$ cat src/rtl/counter_pkg.sv
// Shared sizing and types for the LUT-slice synchronous counter.
package counter_pkg;
  localparam int COUNT_WIDTH = 32;
  localparam int SLICE_WIDTH = 4;
  localparam int NUM_SLICES  = COUNT_WIDTH / SLICE_WIDTH;

  typedef logic [COUNT_WIDTH-1:0] count_t;
endpackage

$ cat src/rtl/inc_lut_slice.sv
// Increment slice: sum = value + cin by table lookup, plus an all-ones flag for the carry chain.
// Latency: purely combinational. Backpressure: none.
module inc_lut_slice #(
  parameter int SLICE = 4
) (
  input  logic [SLICE-1:0] value,
  input  logic             cin,
  output logic [SLICE-1:0] sum,
  output logic             all_ones
);
  logic [SLICE-1:0] inc;

  assign all_ones = &value;
  assign sum      = cin ? inc : value;

  if (SLICE == 4) begin : g_lut
    always_comb begin
      inc = '0;
      case (value)
        4'h0: inc = 4'h1;
        4'h1: inc = 4'h2;
        4'h2: inc = 4'h3;
        4'h3: inc = 4'h4;
        4'h4: inc = 4'h5;
        4'h5: inc = 4'h6;
        4'h6: inc = 4'h7;
        4'h7: inc = 4'h8;
        4'h8: inc = 4'h9;
        4'h9: inc = 4'hA;
        4'hA: inc = 4'hB;
        4'hB: inc = 4'hC;
        4'hC: inc = 4'hD;
        4'hD: inc = 4'hE;
        4'hE: inc = 4'hF;
        4'hF: inc = 4'h0;
        default: inc = '0;
      endcase
    end
  end else begin : g_toggle
    // Other slice widths: bit i toggles when every lower bit of the slice is 1.
    always_comb begin
      logic run;
      inc = '0;
      run = 1'b1;
      for (int i = 0; i < SLICE; i++) begin
        inc[i] = value[i] ^ run;
        run    = run & value[i];
      end
    end
  end
endmodule

$ cat src/rtl/syn_counter.sv
// Free-running synchronous up-counter built from increment-LUT slices with a lookahead carry.
// Latency: m_in combinational, count registers m_in one clock later. Backpressure: none.
module syn_counter
  import counter_pkg::*;
#(
  parameter int               WIDTH = COUNT_WIDTH,
  parameter int               SLICE = SLICE_WIDTH,
  parameter logic [WIDTH-1:0] INIT  = '0
) (
  input  logic             clk,
  input  logic             rst,
  output logic [WIDTH-1:0] count,
  output logic [WIDTH-1:0] m_in
);
  localparam int NSL = WIDTH / SLICE;

  if ((WIDTH % SLICE) != 0) begin : g_bad_width
    $error("syn_counter: WIDTH must be a multiple of SLICE");
  end

  logic [NSL-1:0] carry;
  logic [NSL-1:0] all_ones;
  logic           unused_top_ones;

  assign carry[0]        = 1'b1;
  // The top slice's flag would only feed a carry-out, which this counter discards.
  assign unused_top_ones = all_ones[NSL-1];

  for (genvar k = 0; k < NSL; k++) begin : g_slice
    inc_lut_slice #(
      .SLICE(SLICE)
    ) u_slice (
      .value   (count[k*SLICE +: SLICE]),
      .cin     (carry[k]),
      .sum     (m_in[k*SLICE +: SLICE]),
      .all_ones(all_ones[k])
    );
    if (k > 0) begin : g_carry
      assign carry[k] = carry[k-1] & all_ones[k-1];
    end
  end

  always_ff @(posedge clk or posedge rst) begin
    if (rst) begin
      count <= INIT;
    end else begin
      count <= m_in;
    end
  end
endmodule

$ cat config.mk
export PLATFORM = sky130hd
export DESIGN_NAME = syn_counter
export DESIGN_NICKNAME = d
export VERILOG_FILES = /design/src/rtl/counter_pkg.sv /design/src/rtl/inc_lut_slice.sv /design/src/rtl/syn_counter.sv
export SDC_FILE = /design/constraint.sdc
export NUM_CORES = 1
export LEC_CHECK = 0
export CAP_MARGIN = 20
export CORE_MARGIN = 2
export CORE_UTILIZATION = 44
export DETAILED_ROUTE_END_ITERATION = 10
export PLACE_DENSITY = 0.8
export SETUP_SLACK_MARGIN = 0.1
export SLEW_MARGIN = 20
export SYNTH_ARGS = -nofsm -noshare
export SYNTH_HDL_FRONTEND = slang
export SYNTH_SLANG_ARGS = --single-unit
$ cat constraint.sdc
create_clock -name clk -period 2.7 [get_ports clk]
set_input_delay 0.54 -clock clk [delete_from_list [all_inputs] [get_ports clk]]
set_output_delay 0.54 -clock clk [all_outputs]
set_load 0.02 [all_outputs]
==> metrics.csv <==
metric;value;unit
crit_path_start_kind;flop;
synth_cell_types;32;
rows;22;
ios;66;
synth_top_area_cell;dfrtp_1;
worstHoldPathType;flop to flop;
largest_reg_flops;32;
p_leak;1.63;nW
dpl.cell_count;297;
synthesis.area;1740;sq um
fin_crit_sh;102;%
reg.largest.list;count x32;
synth_edf_count;0;
fin_crit;2750;ps
slowest_delay;360;ps
layout-area-overhead-vs-synth;74.3;%
drive_gt1_share;39.1;%
pwr-share-comb;1.3;%
netlist_top_cells_area;dfrtp_1 46%, ha_1 17%, a31oi_1 3.6%, a21oi_1 3.4%, and3_1 2.9%;
portBuffers;65;
finalWirelength;5.59;mm
route.detailed.drc;0;
drt_iter0_markers;120;
worstSetupPathType;flop to output port;
clockBufferDepth;2;
setup_viol;4;
finalWeightedCongestion;0.821;
synth_ff_type;dfrtp_1;
dieWidth;67.0;microns
p_total;0.875;mW
max_freq;363;MHz
peakVddDrop;265;uV
antenna_found_initial;0;
coreArea;3740;sq um
grt_max_degree;33;
cts_buffers;5;
synth_top_area_share;45.9;%
async_flop_share;100;%
clock_latency;280;ps
required;2160;ps
slowest_stage;dfrtp_1;
viasPerCell;5.39;
crit_path_end_kind;output port;
grt_pass1_wl;7.65;mm
syn_area_per_cell;10.8;sq um
p_per_area;288;nW/um^2
seq_area_frac_synth;45.9;%
via_count;1763;
stdcell_count;327;
power.share.switching;21.2;%
synth.most_common_cell;dfrtp_1;
grt_usage;23.3;%
rsz0062_at_grt;yes;
synth.net_count;187;
hold_slack;559;ps
path_cells;ha_2 -> nand4_1 -> buf_4 -> nor4_4 -> buf_4 -> buf_6 -> nand2_4 -> mux2_2 -> buf_4;
start_util;46.6;%
cts_sinks;32;
synth_commonest_cells;32 x dfrtp_1, 24 x ha_1, 12 x a21oi_1;
switching_power;0.186;mW
crit_fanout;3;
grt_pass1_vias;1674;
die_area;4480;sq um
cap_violations;0;
nNetsFinal;304;
cp_top_family;buffers and inverters;
fillers;233;
route.antenna.remaining_nets;0;
place_ws;-66.1;ps
dr.pass1.iters;4;
violations;setup timing;
yosysWarnings;0;
worstMarginPinSlew;411;ps
seq_power_share;54.8;%
hold_viol;0;
cts_tree;yes;
critPathArrivalTime;2210;ps
synth_seq_cells;32;
synth_cells;161;
diodes;0;
setup_slack;-52.2;ps
outcome;complete, but fails checks;
die_y;67.0;microns
cts_htree_levels;2;
grt_overflow;0;
maxSlewViolCount;0;
regMostFlops;count;
hpwl;3.27;mm
path_clk_slew;70;ps
skew;10.2;ps
p_int;0.690;mW
wl_per_cell;17.1;microns
crit_path_frequent_cell;buf_4;
max-slew-margin-rel;72.6;%
worst-path-buf-inv;4;
clockRootBuffer;clkbuf_8;
clockPowerShare;43.9;%
-- worst reg2reg max path, cell delays in order (launching register included) --
cell     delay (ps)
dfrtp_1         360
ha_2            180
nand4_1         140
buf_4           180
or4_4           520
buf_6           160
o21ai_2         120
o21ai_2          80
buf_4           130
-- power groups by stage --
stage / logic, mW / clock network (mW) / registers (mW)
2_1_floorplan: 0.00708 / 0 / 0.488
3_3_place_gp: 0.0121 / 0 / 0.488
3_5_place_dp: 0.0125 / 0 / 0.488
4_1_cts: 0.0125 / 0.382 / 0.479
5_1_grt: 0.0139 / 0.409 / 0.479
6_report: 0.0117 / 0.384 / 0.479
-- final cells by class --
class	count	area, sq um	share of cell area [%]
well taps	48	60.1	1.98
flip-flops and latches	32	801	26.3
multi-input cells	114	1060	35.0
inverters	10	37.5	1.23
repair buffers	115	988	32.5
clock buffers	8	90.1	2.96
-- worst paths after layout --
kind	startpoint	to	slack, ps	cells after the start
worst min-delay path	count[23]	count[23]	560	1
worst min register to register	count[23]	count[23]	560	1
max in group asynchronous	rst	count[9]	1750	3
worst max register to register	count[0]	count[28]	720	8
worst max-delay path	count[0]	m_in[25]	-50	9
min in group asynchronous	rst	count[21]	640	3
-- per-layer routing --
| metal | GRT usage [%] | vias up | part of all wire (%) |
|---|---|---|---|
| li1 | - | 827 | - |
| met1 | 26.1 | 849 | 38 |
| met2 | 40.5 | 77 | 55 |
| met3 | 5.07 | 10 | 5.1 |
| met4 | 13.0 | 0 | 1.7 |
| met5 | 0 | - | 0 |
-- metrics by stage --
step	utilization (%)	TNS [ps]	instance area (sq um)
floorplan	-	0	1740
global placement	70.6	-21.2	2640
detailed placement	70.6	-80.8	2640
CTS	74.6	0	2790
global route	81.2	-1140	3040
finish	81.2	-147	3040
-- what timing repair did --
action	CTS	global route
setup endpoints to repair	28	28
cloned	1	0
hold buffers	0	0
pin swaps	6	5
resized for setup	115	55
buffers inserted	8	15
-- placed cells by master (no fill, tap or decap), drive strengths merged, types with 4 or more instances in the layout --
cell | Yosys | final
buf | 2 | 70
clkdlybuf4s50 | 0 | 35
dfrtp | 32 | 32
ha | 24 | 24
a21oi | 12 | 12
clkbuf | 3 | 11
inv | 10 | 10
a31oi | 10 | 10
o21ai | 10 | 10
nand2 | 9 | 9
and3 | 8 | 8
nand3 | 6 | 6
mux2 | 5 | 5
dlygate4sd2 | 0 | 4
-- cells by family after synthesis --
| logic type | share of synthesized area, % |
|---|---|
| adders and majority gates | 17.2 |
| xor gates and xnor gates | 2.01 |
| muxes | 4.02 |
| DFF | 45.9 |
| AOI/OAI and AO/OA | 13.2 |
| buffers and inverters | 3.44 |
| and+or+nand+nor | 14.2 |
No activity file was read; power rests on OpenSTA's default activity.
